File: src/rtl/mem_access.sv
// mem_access: EX/MEM-stage data-memory access unit with an IDLE/WAIT/DONE bus handshake FSM.
// Defining MEM_ACCESS_TIMEOUT_EN builds a 255-cycle WAIT timeout that reports busError.
module mem_access (
  input  logic        clk,
  input  logic        reset,
  input  logic        EX_writebackEnable,
  input  logic [4:0]  EX_writebackAddress,
  input  logic [31:0] EX_writebackData,
  input  logic [3:0]  EX_memOp,
  input  logic [31:0] EX_storeData,
  output logic        dmem_req,
  output logic        dmem_we,
  output logic [31:0] dmem_addr,
  output logic [31:0] dmem_wdata,
  output logic [3:0]  dmem_be,
  input  logic        dmem_ack,
  input  logic [31:0] dmem_rdata,
  output logic        MEM_writebackEnable,
  output logic [4:0]  MEM_writebackAddress,
  output logic [31:0] MEM_writebackData,
  output logic        stallRequest,
  output logic        misaligned,
  output logic        busError
);
  typedef enum logic [1:0] {IDLE, WAIT, DONE} state_t;

  localparam logic [3:0] OP_LB  = 4'd1;
  localparam logic [3:0] OP_LBU = 4'd2;
  localparam logic [3:0] OP_LH  = 4'd3;
  localparam logic [3:0] OP_LHU = 4'd4;
  localparam logic [3:0] OP_LW  = 4'd5;
  localparam logic [3:0] OP_SB  = 4'd6;
  localparam logic [3:0] OP_SH  = 4'd7;
  localparam logic [3:0] OP_SW  = 4'd8;

  state_t      state_q, state_d;
  logic [31:0] rdata_q, rdata_d;
  logic [1:0]  ofs;
  logic        is_load, is_store, is_misaligned;
  logic [7:0]  lane_b;
  logic [15:0] lane_h;
  logic [31:0] load_val;
  logic        req, timeout;

  assign ofs       = EX_writebackData[1:0];
  assign dmem_addr = {EX_writebackData[31:2], 2'b00};

  // Operation decode, byte enables and lane-replicated store data.
  always_comb begin
    is_load       = 1'b0;
    is_store      = 1'b0;
    is_misaligned = 1'b0;
    dmem_be       = 4'b1111;
    dmem_wdata    = EX_storeData;
    case (EX_memOp)
      OP_LB, OP_LBU: is_load = 1'b1;
      OP_LH, OP_LHU: begin
        is_load       = 1'b1;
        is_misaligned = ofs[0];
      end
      OP_LW: begin
        is_load       = 1'b1;
        is_misaligned = |ofs;
      end
      OP_SB: begin
        is_store   = 1'b1;
        dmem_be    = 4'b0001 << ofs;
        dmem_wdata = {4{EX_storeData[7:0]}};
      end
      OP_SH: begin
        is_store      = 1'b1;
        is_misaligned = ofs[0];
        dmem_be       = ofs[1] ? 4'b1100 : 4'b0011;
        dmem_wdata    = {2{EX_storeData[15:0]}};
      end
      OP_SW: begin
        is_store      = 1'b1;
        is_misaligned = |ofs;
      end
      default: ;
    endcase
  end

  always_comb begin
    case (ofs)
      2'd0:    lane_b = rdata_q[7:0];
      2'd1:    lane_b = rdata_q[15:8];
      2'd2:    lane_b = rdata_q[23:16];
      default: lane_b = rdata_q[31:24];
    endcase
    lane_h = ofs[1] ? rdata_q[31:16] : rdata_q[15:0];
    case (EX_memOp)
      OP_LB:   load_val = {{24{lane_b[7]}}, lane_b};
      OP_LBU:  load_val = {24'd0, lane_b};
      OP_LH:   load_val = {{16{lane_h[15]}}, lane_h};
      OP_LHU:  load_val = {16'd0, lane_h};
      default: load_val = rdata_q;
    endcase
  end

`ifdef MEM_ACCESS_TIMEOUT_EN
  logic [7:0] cnt_q, cnt_d;
  logic       bus_err_q, bus_err_d;

  // cnt_q == 254 marks the 255th consecutive WAIT cycle.
  assign timeout  = (cnt_q == 8'd254);
  assign busError = bus_err_q;

  always_comb begin
    cnt_d     = (state_q == WAIT) ? cnt_q + 8'd1 : 8'd0;
    bus_err_d = (state_q == WAIT) && timeout && !dmem_ack;
  end

  always_ff @(posedge clk or posedge reset) begin
    if (reset) begin
      cnt_q     <= 8'd0;
      bus_err_q <= 1'b0;
    end else begin
      cnt_q     <= cnt_d;
      bus_err_q <= bus_err_d;
    end
  end
`else
  assign timeout  = 1'b0;
  assign busError = 1'b0;
`endif

  always_comb begin
    state_d              = state_q;
    rdata_d              = rdata_q;
    req                  = 1'b0;
    stallRequest         = 1'b0;
    misaligned           = 1'b0;
    MEM_writebackEnable  = 1'b0;
    MEM_writebackAddress = EX_writebackAddress;
    MEM_writebackData    = EX_writebackData;
    case (state_q)
      IDLE: begin
        if (is_misaligned) begin
          misaligned = 1'b1;
        end else if (is_load || is_store) begin
          req          = 1'b1;
          stallRequest = 1'b1;
          if (dmem_ack) begin
            rdata_d = dmem_rdata;
            state_d = DONE;
          end else begin
            state_d = WAIT;
          end
        end else begin
          MEM_writebackEnable = EX_writebackEnable;
        end
      end
      WAIT: begin
        req          = 1'b1;
        stallRequest = 1'b1;
        if (dmem_ack) begin
          rdata_d = dmem_rdata;
          state_d = DONE;
        end else if (timeout) begin
          state_d = DONE;
        end
      end
      DONE: begin
        state_d             = IDLE;
        MEM_writebackEnable = is_load & EX_writebackEnable & ~busError;
        if (is_load) MEM_writebackData = load_val;
      end
      default: state_d = IDLE;
    endcase
    // Reset must silence the bus and pipeline controls within the same cycle.
    if (reset) begin
      req                 = 1'b0;
      stallRequest        = 1'b0;
      misaligned          = 1'b0;
      MEM_writebackEnable = 1'b0;
    end
  end

  assign dmem_req = req;
  assign dmem_we  = req & is_store;

  always_ff @(posedge clk or posedge reset) begin
    if (reset) begin
      state_q <= IDLE;
      rdata_q <= 32'd0;
    end else begin
      state_q <= state_d;
      rdata_q <= rdata_d;
    end
  end
endmodule

File: config.mk
export PLATFORM = sky130hd
export DESIGN_NAME = mem_access
export DESIGN_NICKNAME = d
export VERILOG_FILES = /design/src/rtl/mem_access.sv
export SDC_FILE = /design/constraint.sdc
export NUM_CORES = 1
export LEC_CHECK = 0
export BUFFER_PORTS_ARGS = -buffer_cell sky130_fd_sc_hd__buf_2
export CORE_ASPECT_RATIO = 1.5
export CORE_MARGIN = 2
export CORE_UTILIZATION = 43
export DETAILED_ROUTE_END_ITERATION = 8
export PLACE_DENSITY_LB_ADDON = 0.1
export RECOVER_POWER = 25
export SLEW_MARGIN = 30
export SYNTH_ARGS = -nofsm -noshare
export SYNTH_HDL_FRONTEND = slang
export SYNTH_SLANG_ARGS = --single-unit
File: constraint.sdc
create_clock -name clk -period 2.6 [get_ports clk]
set_input_delay 0.52 -clock clk [delete_from_list [all_inputs] [get_ports clk]]
set_output_delay 0.52 -clock clk [all_outputs]
set_load 0.03 [all_outputs]
# Yosys cells after proc, flatten, opt, wreduce, memory -nomap -nowiden
# Index checks and enable logic that the tools add are counted.
classes:
  div_mod_pow: 0
  n_lt_le_gt_ge: 0
  mul: 0
  bitwise_logic: 2
  eq_ne: 15
  shift: 1
  n_reduce_logical: 11
  muxes: 31
  add_sub_neg: 0
ops:
  columns: ["op", "count"]
  rows:
  - ["two-way mux 32 bit", 5]
  - ["one-hot mux 32 bit (2 select lines)", 2]
  - ["one-hot mux 32 bit (4 select lines)", 1]
  - ["one-hot mux 8 bit (3 select lines)", 1]
  - ["== test 4 x 3 -> 1 bit (second input constant)", 4]
  - ["two-way mux 16 bit", 1]
  - ["two-way mux 1 bit", 11]
  - ["== test 4 x 2 -> 1 bit (second input constant)", 2]
  - ["two-way mux 2 bit", 4]
  - ["one-hot mux 4 bit (2 select lines)", 1]
  - ["!= test 2 bit (second input constant)", 3]
  - ["one-hot mux 1 bit (2 select lines)", 3]
  - ["AND reduction 3 bit", 2]
  - ["OR reduction 3 bit", 2]
  - ["OR reduction 5 bit", 1]
  - ["== test 2 x 1 -> 1 bit (second input constant)", 2]
  - ["== test 2 bit (second input constant)", 2]
  - ["== test 4 x 1 -> 1 bit (second input constant)", 1]
  - ["== test 4 bit (second input constant)", 1]
  - ["logical NOT 2 bit", 2]
  - ["two-way mux 4 bit", 1]
  - ["one-hot mux 2 bit (2 select lines)", 1]
  - ["OR reduction 2 bit", 2]
  - ["<< shifter 1 x 2 -> 4 bit (first input constant)", 1]
  - ["other kinds (3)", 4]
totals:
  input_bits: 109
  n_memories: 0
  latchBits: 0
  rom_bits: 0
  reg_bits: 34
  word_cells: 62
  ram_bits: 0

# Longest topological paths before layout
logic_depth:
  ltp_word: 9
  mapped_depth: 8
  mapped_depth_nobuf: 5

# Worst setup path after synthesis
# OpenSTA, ideal clock, no wires.
synth_timing:
  path_type: "input to output"
  start: "in EX_memOp[0]"
  end: "out dmem_wdata[24]"
  slack_ps: -25
  stages: 6
  arrival_time_ps: 2105
  path_buffers: 4
  path_cell_list: "buf_2 > buf_2 > buf_2 > buf_2 > mux2i_1 > o21ai_0"
synth_between:
  elab_chain_cells: 2
  word_cells_on_any_way: 3
  cone_classes: "2 x eq/ne; 1 x mux"
synth_rtl:
  columns: ["element", "line_no", "source"]
  rows:
  - ["start: declaration", "9", "input logic [3:0] EX_memOp,"]
  - ["== test 4 x 3 -> 1 bit", "55", "case (EX_memOp)"]
  - ["one-hot mux 32 bit (2 select lines) (*)", "55", null]
  - ["end: declaration", "14", "output logic [31:0] dmem_wdata,"]
# Mark *: on every way between the ends. The rest lies on a longest branch, timed or not.

# Final worst setup path
layout_timing:
  start: "in EX_memOp[3]"
  end: "out MEM_writebackData[29]"
layout_between:
  elab_chain_cells: 5
  word_cells_on_any_way: 10
  cone_classes: "5 x eq/ne; 4 x mux; 1 x reduce/logical"
layout_rtl:
  columns: ["element", "line_no", "source"]
  rows:
  - ["== test 4 x 3 -> 1 bit (tied with other cells)", "55, 92", null]
  - ["OR reduction 5 bit (no line)", null, null]
  - ["two-way mux 1 bit", "55", null]
  - ["two-way mux 32 bit (*)", "167", "if (is_load) MEM_writebackData = load_val;"]
  - ["two-way mux 32 bit (*)", "137", "case (state_q)"]
  - ["end: declaration", "20", "output logic [31:0] MEM_writebackData,"]
# Marks and branches as above.

==> flow_metrics.env <==
export IMPL_worstSetupEndpointType="output pin"
export IMPL_tightest_slew_ns=1.84
export IMPL_slew_headroom_pct=-22.6
export IMPL_maxSlewViolCount=35
export IMPL_ys_seq_area_share_pct=25.1
export IMPL_cts_buffers=5
export IMPL_clk_pin_slew_worst_paths_ns=0.05
export IMPL_slowest_stage="or3b_4"
export IMPL_io_pins=220
export IMPL_synth_top_area_share_pct=25.1
export IMPL_gp_congestion=0.901
export IMPL_maxCapViolCount=1
export IMPL_root_buffer="clkbuf_16"
export IMPL_start_kind="input pin"
export IMPL_dp_hpwl_um=8770
export IMPL_wl_per_cell_um=17.3
export IMPL_synth_most_common_cell="nand2_1"
export IMPL_dpl_worst_slack_ns=-0.134
export IMPL_die_w_um=76.5
export IMPL_synthTopCellsByArea="dfrtp_1, mux2_4, buf_4"
export IMPL_overflow=0
export IMPL_grt_max_degree=35
export IMPL_critPathTopFamily="compound AO/OA/AOI/OAI gates"
export IMPL_fin_nets=658
export IMPL_hold_viol=0
export IMPL_skew_ns=0.00495
export IMPL_worstSetupPathType="input pin to output pin"
export IMPL_final_antenna_net_count=0
export IMPL_clock_fmax_mhz=385
export IMPL_synthFlopType="dfrtp_1"
export IMPL_instances_no_fill=650
export IMPL_hp_class="input pin to flip-flop"
export IMPL_dieHeight_um=113
export IMPL_crit_fanout=14
export IMPL_netlist_area_um2=3390
export IMPL_synth_edf_count=0
export IMPL_crit_buf_inv=3
export IMPL_place_area_um2=4380
export IMPL_clk_latency_ns=0.28
export IMPL_numClockSinks=34
export IMPL_grt_pass1_wl_um=17300
export IMPL_antenna_found_initial=0
export IMPL_slowest_delay_ns=0.41
export IMPL_start_util_pct=44.5
export IMPL_viasPerCell=5.39
export IMPL_synthArstFlopShare_pct=100
export IMPL_post_route_cells_drive_above_1_share_pct=58.0
export IMPL_syn_inst=367
export IMPL_outcome="finished, violations left"
export IMPL_dieArea_um2=8620
export IMPL_n_antenna_cell=0
export IMPL_stdcell_area_um2=4740
export IMPL_synth_area_leader_cell="dfrtp_1"
export IMPL_drcViolationCount=0
export IMPL_rsz0062_at_grt="true"
export IMPL_core_area_um2=7610
export IMPL_vias=3504
export IMPL_yosys_warnings=0
export IMPL_final_min_clock_period_ns=2.60
export IMPL_syn_to_final_growth_pct=39.9
export IMPL_path_cells="buf_2, or3b_4, a21oi_4, o31ai_4, buf_8, a221o_1, buf_6"
export IMPL_ir_worst_vdd_mv=0.510
export IMPL_cp_required_ns=2.08
export IMPL_htree_levels=2
export IMPL_fin_ws_ns=0.00116
export IMPL_track_usage_pct=25.5
export IMPL_avgSynthCellArea_um2=9.23
export IMPL_grt_pass1_vias=3373
export IMPL_cts_tree="built"
export IMPL_place_inst=636
export IMPL_synth_common_cells="nand2_1, buf_4, dfrtp_1, mux2_4"
export IMPL_clock_path_buffers=2
export IMPL_first_pass_iters=6
export IMPL_drt_iter0_markers=110
export IMPL_timing_hold_ws_ns=0.410
export IMPL_reg2reg_slack_ns=0.96
export IMPL_port_buffers=206
export IMPL_leakage_nw=2.39
export IMPL_power_per_cell_area_nw_per_um2=553
export IMPL_holdBufCountCts=0
export IMPL_drt_wl_total_um=11300
export IMPL_yosys_cell_types_count=51
export IMPL_min_period_over_period_pct=100
export IMPL_worstPathArrival_ns=2.08
export IMPL_violations="max-capacitance violations, max-slew violations"
export IMPL_rows=39
export IMPL_setup_viol=0
export IMPL_synth_seq_cells=34
[stage by stage]
stage	util (%)	setup TNS [ns]	total power, mW
2_1_floorplan	-	-0.0352	1.65
3_3_place_gp	57.4	-1.12	1.96
3_5_place_dp	57.6	-1.94	1.99
4_1_cts	61.0	0	2.60
5_1_grt	62.2	-0.891	2.74
6_report	62.2	0	2.62
[worst paths after layout]
kind | from | end | cells after the start
worst max register to register | state_q[0]$_DFFE_PP0P_ | rdata_q[27]$_DFFE_PP0P_ | 6
min in group asynchronous | reset | state_q[1]$_DFFE_PP0P_ | 3
worst max-delay path | EX_memOp[3] | MEM_writebackData[29] | 7
max in group asynchronous | reset | rdata_q[23]$_DFFE_PP0P_ | 3
worst min register to register | rdata_q[2]$_DFFE_PP0P_ | rdata_q[2]$_DFFE_PP0P_ | 1
worst min-delay path | dmem_ack | state_q[0]$_DFFE_PP0P_ | 2
[report_power, final]
group / switching [mW] / leakage (nW) / total, mW / internal [mW]
clock network: 0.215 / 0.0688 / 0.585 / 0.370
registers: 0.186 / 0.400 / 0.869 / 0.683
logic: 0.587 / 1.92 / 1.17 / 0.580
[cells by family (layout without fill, tap and decap cells)]
family	after synthesis	after routing	share of synthesized area [%]
AND/OR/NAND/NOR	106	106	15.1
AO/OA/AOI/OAI	90	90	19.3
buffers and inverters	78	257	16.0
multiplexers	57	57	24.2
flip-flops	34	34	25.1
other	1	3	0.111
XOR/XNOR	1	1	0.259
[per-layer routing]
layer  vias up  GRT usage (%)  wire length (µm)  share of wire [%]
li1       1643              -                 -                  -
met1      1646           27.7              3920                 35
met2       190           49.0              6010                 53
met3        25           4.94               999                8.9
met4         0           8.36               348                3.1
met5         -              0                 0                  0
[sequential cells by signal, summed over array words and instances (netlist names)]
register,flops
state_q,2
rdata_q,32
[cell usage in the layout, fill, tap and decap left out, types with 7 or more instances in the layout]
cell / n
o21ai_0: 10
buf_6: 16
mux2_4: 29
a21oi_1: 7
buf_2: 188
mux2i_1: 9
buf_4: 35
a221o_1: 16
mux4_2: 7
o22ai_1: 9
dfrtp_1: 31
o21ai_1: 18
a22oi_1: 9
nor2_1: 18
nand2_1: 55
mux2_1: 7
[cell type report]
type	instances	area, µm²
Fill cell	695	2870
Multi-Input combinational cell	257	2080
Timing Repair Buffer	248	1530
Sequential cell	34	855
Clock buffer	6	139
Tap cell	102	128
Inverter	3	11.3
[repair_timing]
item / CTS / global route
resized for setup: 18 / 33
pin swaps: 2 / 1
buffers inserted: 6 / 2
endpoints found under the setup margin: 25 / 32
endpoints found under the hold margin: 0 / 0
No activity file was read; power rests on OpenSTA's default activity.
